===== src/rtl/aes_ctrl_multi.sv =====
// -----------------------------------------------------------------------------
// aes_ctrl_multi
//   Top-level sequencer for the AES accelerator. It sits between the AHB-lite
//   slave, the key generator and the AES round core. One accepted start either
//   loads a key, or runs a programmed number of 128-bit blocks through the
//   core. Each block runs in this order: prefetch dwell, read, wait for the
//   core, write.
//
// Ports
//   clk               system clock, rising edge
//   rst               asynchronous active-high reset
//   start             one-cycle request; only looked at in IDLE
//   change_key        qualifies start: 1 = key load, 0 = data run
//   decrypt           qualifies start: 1 = decrypt, 0 = encrypt
//   num_blocks        qualifies start: number of blocks in the data run
//   chg_key_done      key generator has stored the key
//   enc_done          AES core finished the current block
//   abort             cancel the current operation (ignored in IDLE)
//   change_key_start  high for the whole key load
//   aes_enable        core enable for WAIT_START/READ/WAIT_AES/WRITE
//   aes_decrypt       mode latched at the last accepted data start
//   ahb_mode          0 = read SRAM, 1 = write SRAM (WRITE only)
//   ahb_shift_en      one-cycle shift strobe in INIT_READ, READ, WRITE
//   busy              any state other than IDLE
//   done              one-cycle pulse on normal completion
//   err               sticky error from abort or key timeout; cleared by start
//   blocks_done       blocks written in the current run
// -----------------------------------------------------------------------------
module aes_ctrl_multi #(
  parameter int WAIT_CYCLES = 10,
  parameter int WAIT_W      = 4,
  parameter int BLK_W       = 16,
  parameter int KEY_TIMEOUT = 64
) (
  input  logic             clk,
  input  logic             rst,
  input  logic             start,
  input  logic             change_key,
  input  logic             decrypt,
  input  logic [BLK_W-1:0] num_blocks,
  input  logic             chg_key_done,
  input  logic             enc_done,
  input  logic             abort,
  output logic             change_key_start,
  output logic             aes_enable,
  output logic             aes_decrypt,
  output logic             ahb_mode,
  output logic             ahb_shift_en,
  output logic             busy,
  output logic             done,
  output logic             err,
  output logic [BLK_W-1:0] blocks_done
);

  localparam int KEY_W = $clog2(KEY_TIMEOUT + 1);

  typedef enum logic [2:0] {
    IDLE       = 3'd0,
    CHNG_KEY   = 3'd1,
    INIT_READ  = 3'd2,
    INIT_WAIT  = 3'd3,
    WAIT_START = 3'd4,
    READ       = 3'd5,
    WAIT_AES   = 3'd6,
    WRITE      = 3'd7
  } state_t;

  state_t             state, state_nxt;
  logic [WAIT_W-1:0]  wait_cnt;
  logic [KEY_W-1:0]   key_cnt;
  logic [BLK_W-1:0]   blk_cnt;
  logic [BLK_W-1:0]   num_lat;
  logic               dec_lat;
  logic               done_q;
  logic               err_q;

  logic               start_ok;
  logic               data_start;
  logic               wait_exp;
  logic               key_exp;
  logic               dwell_state;
  logic               abort_ok;
  logic [BLK_W-1:0]   blk_inc;
  logic               last_blk;

  assign start_ok    = (state == IDLE) && start;
  assign data_start  = start_ok && !change_key;
  assign abort_ok    = (state != IDLE) && abort;
  assign dwell_state = (state == INIT_WAIT) || (state == WAIT_START);
  // Counters start at 0 on entry, so the last cycle in state is count N-1.
  assign wait_exp    = (wait_cnt == WAIT_W'(WAIT_CYCLES - 1));
  assign key_exp     = (key_cnt == KEY_W'(KEY_TIMEOUT - 1));
  assign blk_inc     = blk_cnt + BLK_W'(1);
  assign last_blk    = (blk_inc == num_lat);

  // State register
  always_ff @(posedge clk or posedge rst) begin
    if (rst) state <= IDLE;
    else     state <= state_nxt;
  end

  // Next-state logic; abort overrides every other transition
  always_comb begin
    state_nxt = state;
    if (abort_ok) begin
      state_nxt = IDLE;
    end else begin
      case (state)
        IDLE: begin
          if (start && change_key)             state_nxt = CHNG_KEY;
          else if (start && num_blocks != '0)  state_nxt = INIT_READ;
        end
        // A key done arriving on the timeout cycle still counts as success;
        // the error flag logic below makes that distinction.
        CHNG_KEY:   if (chg_key_done || key_exp) state_nxt = IDLE;
        INIT_READ:  state_nxt = INIT_WAIT;
        INIT_WAIT:  if (wait_exp) state_nxt = WAIT_START;
        WAIT_START: if (wait_exp) state_nxt = READ;
        READ:       state_nxt = WAIT_AES;
        WAIT_AES:   if (enc_done) state_nxt = WRITE;
        WRITE:      state_nxt = last_blk ? IDLE : WAIT_START;
        default:    state_nxt = IDLE;
      endcase
    end
  end

  // Moore output decode
  always_comb begin
    change_key_start = 1'b0;
    aes_enable       = 1'b0;
    ahb_mode         = 1'b0;
    ahb_shift_en     = 1'b0;
    busy             = (state != IDLE);
    case (state)
      CHNG_KEY:   change_key_start = 1'b1;
      INIT_READ:  ahb_shift_en     = 1'b1;
      WAIT_START: aes_enable       = 1'b1;
      READ: begin
        aes_enable   = 1'b1;
        ahb_shift_en = 1'b1;
      end
      WAIT_AES:   aes_enable = 1'b1;
      WRITE: begin
        aes_enable   = 1'b1;
        ahb_shift_en = 1'b1;
        ahb_mode     = 1'b1;
      end
      default: ;
    endcase
  end

  // Dwell and key-timeout counters, run-state registers, done/err flags
  always_ff @(posedge clk or posedge rst) begin
    if (rst) begin
      wait_cnt <= '0;
      key_cnt  <= '0;
      blk_cnt  <= '0;
      num_lat  <= '0;
      dec_lat  <= 1'b0;
      done_q   <= 1'b0;
      err_q    <= 1'b0;
    end else begin
      // Count only while staying in a dwell state; any state change clears.
      if (dwell_state && state_nxt == state) wait_cnt <= wait_cnt + WAIT_W'(1);
      else                                   wait_cnt <= '0;

      if (state == CHNG_KEY && state_nxt == state) key_cnt <= key_cnt + KEY_W'(1);
      else                                         key_cnt <= '0;

      if (data_start) begin
        blk_cnt <= '0;
        num_lat <= num_blocks;
        dec_lat <= decrypt;
      end else if (state == WRITE && !abort_ok) begin
        blk_cnt <= blk_inc;
      end

      done_q <= (data_start && num_blocks == '0)
             || (state == CHNG_KEY && !abort_ok && chg_key_done)
             || (state == WRITE && !abort_ok && last_blk);

      if (start_ok)
        err_q <= 1'b0;
      else if (abort_ok || (state == CHNG_KEY && key_exp && !chg_key_done))
        err_q <= 1'b1;
    end
  end

  assign aes_decrypt = dec_lat;
  assign done        = done_q;
  assign err         = err_q;
  assign blocks_done = blk_cnt;

endmodule


===== config.mk =====
export PLATFORM = sky130hd
export DESIGN_NAME = aes_ctrl_multi
export DESIGN_NICKNAME = d
export VERILOG_FILES = /design/src/rtl/aes_ctrl_multi.sv
export SDC_FILE = /design/constraint.sdc
export NUM_CORES = 1
export LEC_CHECK = 0
export ABC_AREA = 1
export CORE_ASPECT_RATIO = 0.6
export CORE_MARGIN = 2
export CORE_UTILIZATION = 58
export CTS_CLUSTER_SIZE = 28
export DETAILED_ROUTE_END_ITERATION = 10
export HOLD_SLACK_MARGIN = 0.12
export PLACE_DENSITY_LB_ADDON = 0.2
export RECOVER_POWER = 50
export SKIP_LAST_GASP = 1
export SLEW_MARGIN = 5
export SYNTH_ARGS = -nofsm -noshare
export SYNTH_HDL_FRONTEND = slang
export SYNTH_SLANG_ARGS = --single-unit

===== constraint.sdc =====
create_clock -name clk -period 5.4 [get_ports clk]
set_input_delay 1.08 -clock clk [delete_from_list [all_inputs] [get_ports clk]]
set_output_delay 1.08 -clock clk [all_outputs]
set_load 0.03 [all_outputs]

==> results_dict.tcl, run 1 <==
set metrics [dict create \
    synth_area_per_cell_um2 7.224 \
    final-seq-area_mm2 0.001226 \
    path_max_fanout 10 \
    drtPass1Iterations 4 \
    worstMarginPinSlew_ps 1815 \
    post-route-min-period_ps 3146 \
    post_cts_buffers 0 \
    gr-usage-met1_pct 43.50 \
    dpl.hpwl_um 5711 \
    antenna_cells 0 \
    switchingPower_uw 473.3 \
    synth-edff-count 0 \
    leakage_uw 0.001670 \
    power.internal_uw 755.6 \
    finalInstanceArea_mm2 0.003558 \
    grt_start_max_net_pins 50 \
    multi_input_comb_area_mm2 0.001443 \
    finalWeightedCongestion 0.9569 \
    total_power_uw 1229 \
    drc 0 \
    cts_buffer_depth 2 \
    netSwitchingFraction_pct 38.51 \
    power_frac_seq_pct 42.6 \
    dieArea_mm2 0.005660 \
    cp.required_ps 4320 \
    rsz0062_at_grt "false" \
    path_class "flip-flop to output pin" \
    drt_iter0_markers 256 \
    fin_crit_sh_pct 58.26 \
    dpl_worst_slack_ps 2252 \
    via_per_inst 5.529 \
    fin_skew_ps 3.170 \
    endpoint_kind "output pin" \
    rows 19 \
    synth_warnings 0 \
    clk_pin_slew_worst_paths_ps 90 \
    cts_max_level 2 \
    core_area_mm2 0.004707 \
    cap_violations 1 \
    maxSlewHeadroom_pct -21.14 \
    synth_nets 434 \
    cts-hold-fix-buffers 0 \
    busiest_layer "met1" \
    syn_area_mm2 0.002933 \
    io_pins 48 \
    cts.sinks 49 \
    ir_worst_vdd_uv 188.4 \
    yosysSeqAreaShare_pct 41.81 \
    placed_cell_area_mm2 0.003453 \
    die_w_um 95.80 \
    numCtsBuffers 5 \
    power_density_mw_per_mm2 345.4 \
    placed_cells 509 \
    final-max-slew-violation-count 50 \
    synth_top_flop_cell "dfrtp_1" \
    nets 481 \
    ant_nets 0 \
    start_kind "flip-flop" \
    cts_tree "built" \
    area_growth_pct 21.33 \
    violations "capacitance limit, slew limit" \
    cts_resized 0 \
    path_cells "inv_1 -> nor2_1 -> clkdlybuf4s50_1" \
    clock_power_share_pct 21.4 \
    status "finished, violations left" \
    max_clock_freq_ghz 0.3178 \
    nFillCells 358 \
    overflow 0 \
    hold_class "flip-flop to flip-flop" \
    grt_pass1_wl_um 12320 \
    fp.dieH_um 59.08 \
    vias 2853 \
    met3_usage_pct 7.506 \
    finalSetupViolCount 0 \
    async_flop_share_pct 100.0 \
    start_util_pct 62.31 \
    drt-total-wl_um 7504 \
    syn_inst 406 \
    critical_path.max_stage_delay_ps 750 \
    ys_seq_elements 49 \
    clock_latency_ps 300 \
    setup_slack_ps 2254 \
    arrival_ps 2070 \
    finalNonFillerCells 516 \
    final_layout_size_suffix_gt1_share_pct 4.415 \
    port_buffers 47 \
    ctsRootBufferMaster "clkbuf_8" \
    hold_violations 0 \
    antenna_found_initial 0 \
    synth_cell_types 27 \
    setup-tns-final_ps 0 \
    wl_per_cell_um 14.54 \
    grt_pass1_vias 2591 \
    grt_usage_pct 28.95 \
    grt_use_met2_pct 42.06 \
    crit_slowest_cell "clkdlybuf4s50_1" \
    combPwrFrac_pct 35.9 \
]
[layout by cell type, fill, tap and decap left out, drive strengths merged]
master | synthesis | layout
o22ai | 12 | 12
dfrtp | 49 | 49
ha | 4 | 4
xnor3 | 2 | 2
nand3 | 43 | 43
clkdlybuf4s50 | 0 | 41
bufinv | 0 | 1
nand3b | 4 | 4
nor2 | 46 | 46
o221ai | 1 | 1
inv | 62 | 63
nor3 | 3 | 3
o21ai | 22 | 22
a21oi | 3 | 3
xor2 | 8 | 8
o211ai | 1 | 1
dlygate4sd3 | 0 | 6
clkbuf | 5 | 5
nand2 | 122 | 122
nand4 | 14 | 14
o21bai | 1 | 1
xnor2 | 2 | 2
[critical path: cells and delay by family, from the launching register on]
kind	cells	cell delay, ps
and+or+nand+nor	1	320
DFF	1	550
buffers and inverters	2	900
[power groups by stage]
stage / registers [µW] / logic [µW] / clock network (µW)
2_1_floorplan: 523 / 289 / 0
3_3_place_gp: 524 / 427 / 0
3_5_place_dp: 526 / 439 / 0
4_1_cts: 520 / 441 / 266
5_1_grt: 535 / 495 / 282
6_report: 524 / 442 / 264
[sequential cells by signal, indices dropped and copies added (netlist names)]
signal and flops:
done 1, aes_decrypt 1, key_cnt 7, num_lat 16
wait_cnt 4, state 3, blocks_done 16, err 1
[final timing paths]
path | cells past startpoint | start | slack (ps) | end
max | 3 | state[2] | 2250 | ahb_mode
min | 1 | key_cnt[0] | 470 | key_cnt[0]
max reg2reg | 14 | blocks_done[0] | 2850 | key_cnt[5]
min reg2reg | 1 | key_cnt[0] | 470 | key_cnt[0]
max in group asynchronous | 2 | rst | 2560 | blocks_done[12]
min in group asynchronous | 2 | rst | 1790 | key_cnt[3]
[per-layer routing]
metal | vias up | share of wire (%)
li1 | 1396 | -
met1 | 1323 | 47
met2 | 125 | 42
met3 | 9 | 9.6
met4 | 0 | 0.95
met5 | - | 0
[synth_stat cells, types with 2 or more instances]
cell type / instances / area [µm²]
o21ai_0: 22 / 110.1
nand3b_1: 4 / 30.03
buf_2: 2 / 10.01
dfrtp_1: 49 / 1226
o22ai_1: 12 / 75.07
nand3_1: 41 / 205.2
nor3_1: 2 / 10.01
ha_1: 4 / 50.05
xor2_1: 8 / 70.07
nor2_1: 40 / 150.1
nand4_1: 14 / 87.58
xnor3_1: 2 / 45.04
clkbuf_1: 5 / 18.77
a21oi_1: 2 / 10.01
nor2_4: 3 / 33.78
inv_2: 3 / 11.26
xnor2_1: 2 / 17.52
inv_1: 59 / 221.5
nand2_2: 2 / 12.51
nand2_1: 120 / 450.4
nor2_2: 3 / 18.77
nand3_2: 2 / 20.02
[cell type report]
type | instances | share of cell area, %
Sequential cell | 49 | 34.46
Clock buffer | 5 | 1.934
Clock inverter | 2 | 1.090
Inverter | 62 | 6.540
Multi-Input combinational cell | 288 | 40.54
Tap cell | 63 | 2.215
Timing Repair Buffer | 47 | 13.22
[logic make-up after synthesis]
| group | share of synthesized area [%] |
|---|---|
| xor gates and xnor gates | 4.522 |
| adders and majority gates | 1.707 |
| and+or+nand+nor | 35.28 |
| AOI/OAI and AO/OA | 7.765 |
| buffers and inverters | 8.916 |
| DFF | 41.81 |
[per-stage QoR]
| step | util [%] | hold slack (ps) |
|---|---|---|
| 3_5_place_dp | 73.37 | 452.4 |
| 3_3_place_gp | 73.37 | 449.3 |
| 4_1_cts | 75.65 | 472.8 |
| 2_1_floorplan | - | 432.9 |
| 5_1_grt | 75.60 | 503.8 |
| 6_report | 75.60 | 471.0 |
Note: power is estimated with default switching activity, not from simulation.
==> inputs of run 2 (changes only) <==
--- a/config.mk
+++ b/config.mk
@@ -8,7 +8,7 @@
 export ABC_AREA = 1
 export CORE_ASPECT_RATIO = 0.6
 export CORE_MARGIN = 2
-export CORE_UTILIZATION = 58
+export CORE_UTILIZATION = 54
 export CTS_CLUSTER_SIZE = 28
 export DETAILED_ROUTE_END_ITERATION = 10
 export HOLD_SLACK_MARGIN = 0.12
==> constraint.sdc (replaced) <==
create_clock -name clk -period 2.98 [get_ports clk]
set_input_delay 0.596 -clock clk [delete_from_list [all_inputs] [get_ports clk]]
set_output_delay 0.596 -clock clk [all_outputs]
set_load 0.03 [all_outputs]
==> results_dict.tcl, run 2 (synthesis results as in run 1) <==
set metrics [dict create \
    setup_slack_ps 323.9 \
    layout_commonest_cell "nand2_1" \
    fin_crit_sh_pct 89.13 \
    cts-hold-fix-buffers 0 \
    max_clock_freq_ghz 0.3765 \
    post_cts_buffers 0 \
    antenna_found_initial 0 \
    io_pins 48 \
    fin_skew_ps 8.798 \
    grt_pass1_wl_um 12190 \
    clk_pin_slew_worst_paths_ps 90 \
    clock_latency_ps 300 \
    grt_start_max_net_pins 50 \
    cts_tree "built" \
    ir_worst_vdd_uv 300.1 \
    status "finished, final reports clean" \
    dpl.hpwl_um 5697 \
    nets 484 \
    final-max-slew-violation-count 0 \
    area_growth_pct 22.10 \
    ctsRootBufferMaster "clkbuf_8" \
    drt_iter0_markers 188 \
    finalWeightedCongestion 0.8891 \
    cap_violations 0 \
    grt_pass1_vias 2574 \
    final_layout_size_suffix_gt1_share_pct 5.044 \
    fp.dieH_um 61.09 \
    port_buffers 47 \
    core_area_mm2 0.005155 \
    vias 2793 \
    setup-tns-final_ps 0 \
    rsz0062_at_grt "false" \
    start_kind "flip-flop" \
    leakage_uw 0.001667 \
    finalSetupViolCount 0 \
    path_class "flip-flop to output pin" \
    antenna_cells 0 \
    drtPass1Iterations 5 \
    numCtsBuffers 5 \
    dpl_worst_slack_ps 561.1 \
    drt-total-wl_um 7379 \
    cts_resized 0 \
    finalInstanceArea_mm2 0.003581 \
    wl_per_cell_um 14.14 \
    power_density_mw_per_mm2 622.2 \
    path_max_fanout 10 \
    worstMarginPinSlew_ps 1221 \
    grt_usage_pct 26.19 \
    total_power_uw 2228 \
    post-route-min-period_ps 2656 \
    cts_buffer_depth 2 \
    start_util_pct 56.89 \
    die_w_um 99.14 \
    via_per_inst 5.351 \
    drc 0 \
    arrival_ps 2060 \
    hold_class "flip-flop to flip-flop" \
    endpoint_kind "output pin" \
    dieArea_mm2 0.006056 \
    overflow 0 \
    maxSlewHeadroom_pct 18.57 \
    cts_max_level 2 \
    rows 20 \
    hold_violations 0 \
    ant_nets 0 \
    final_cell_mix "120 x nand2_1, 58 x inv_1, 49 x dfrtp_1, 45 x clkdlybuf4s50_1, 41 x nand3_1" \
    cts.sinks 49 \
    whs_ps 486.2 \
    cp.required_ps 2380 \
    placed_cell_area_mm2 0.003492 \
]
==> run 2: cell types whose count changed in the layout (fill, tap and decap cells not counted) <==
| cell | delta |
|---|---|
| clkdlybuf4s50_1 | +4 |
| dlygate4sd3_1 | -4 |
| clkinv_1 | +2 |
| inv_1 | -2 |
| buf_4 | +1 |
| clkbuf_1 | +1 |
| clkbuf_2 | +1 |
| nor2_1 | -1 |
| nor2_2 | +1 |
==> run 2: cell type report <==
type / instances / area (µm²)
Inverter: 62 / 232.7
Clock buffer: 5 / 68.82
Timing Repair Buffer: 50 / 486.7
Clock inverter: 2 / 38.79
Multi-Input combinational cell: 288 / 1445
Tap cell: 66 / 82.58
Sequential cell: 49 / 1226
Fill cell: 448 / 1574
==> run 2: worst max-delay path, stage by stage (launching register included) <==
cell             delay [ps]
dfrtp_1                 570
inv_1                   150
nor2_1                  310
clkdlybuf4s50_1         740
==> run 2: where the power goes <==
part | internal (µW) | total [µW] | switching [µW]
combinational | 317 | 801 | 484
clock | 249 | 475 | 226
sequential | 809 | 952 | 143
total | 1370 | 2230 | 853
==> run 2: final timing paths <==
kind / start / end / slack, ps / cells past startpoint
max: state[2] / ahb_mode / 320 / 3
min in group asynchronous: rst / key_cnt[1] / 1140 / 3
max reg2reg: state[2] / num_lat[10] / 420 / 8
max in group asynchronous: rst / state[2] / 1080 / 3
min: key_cnt[0] / key_cnt[0] / 490 / 1
min reg2reg: key_cnt[0] / key_cnt[0] / 490 / 1
==> run 2: routing by layer <==
metal	vias to the layer above	GRT usage, %	share of wire [%]
met2	107	37.55	41
met4	0	7.241	0.69
met5	-	0	0
li1	1402	-	-
met1	1277	38.43	48
met3	7	8.513	10
==> run 2: stage by stage <==
step	std cells	util [%]
detailed placement	515	67.74
global route	522	69.47
finish	522	69.47
CTS	522	69.83
floorplan	406	-
global placement	515	67.74
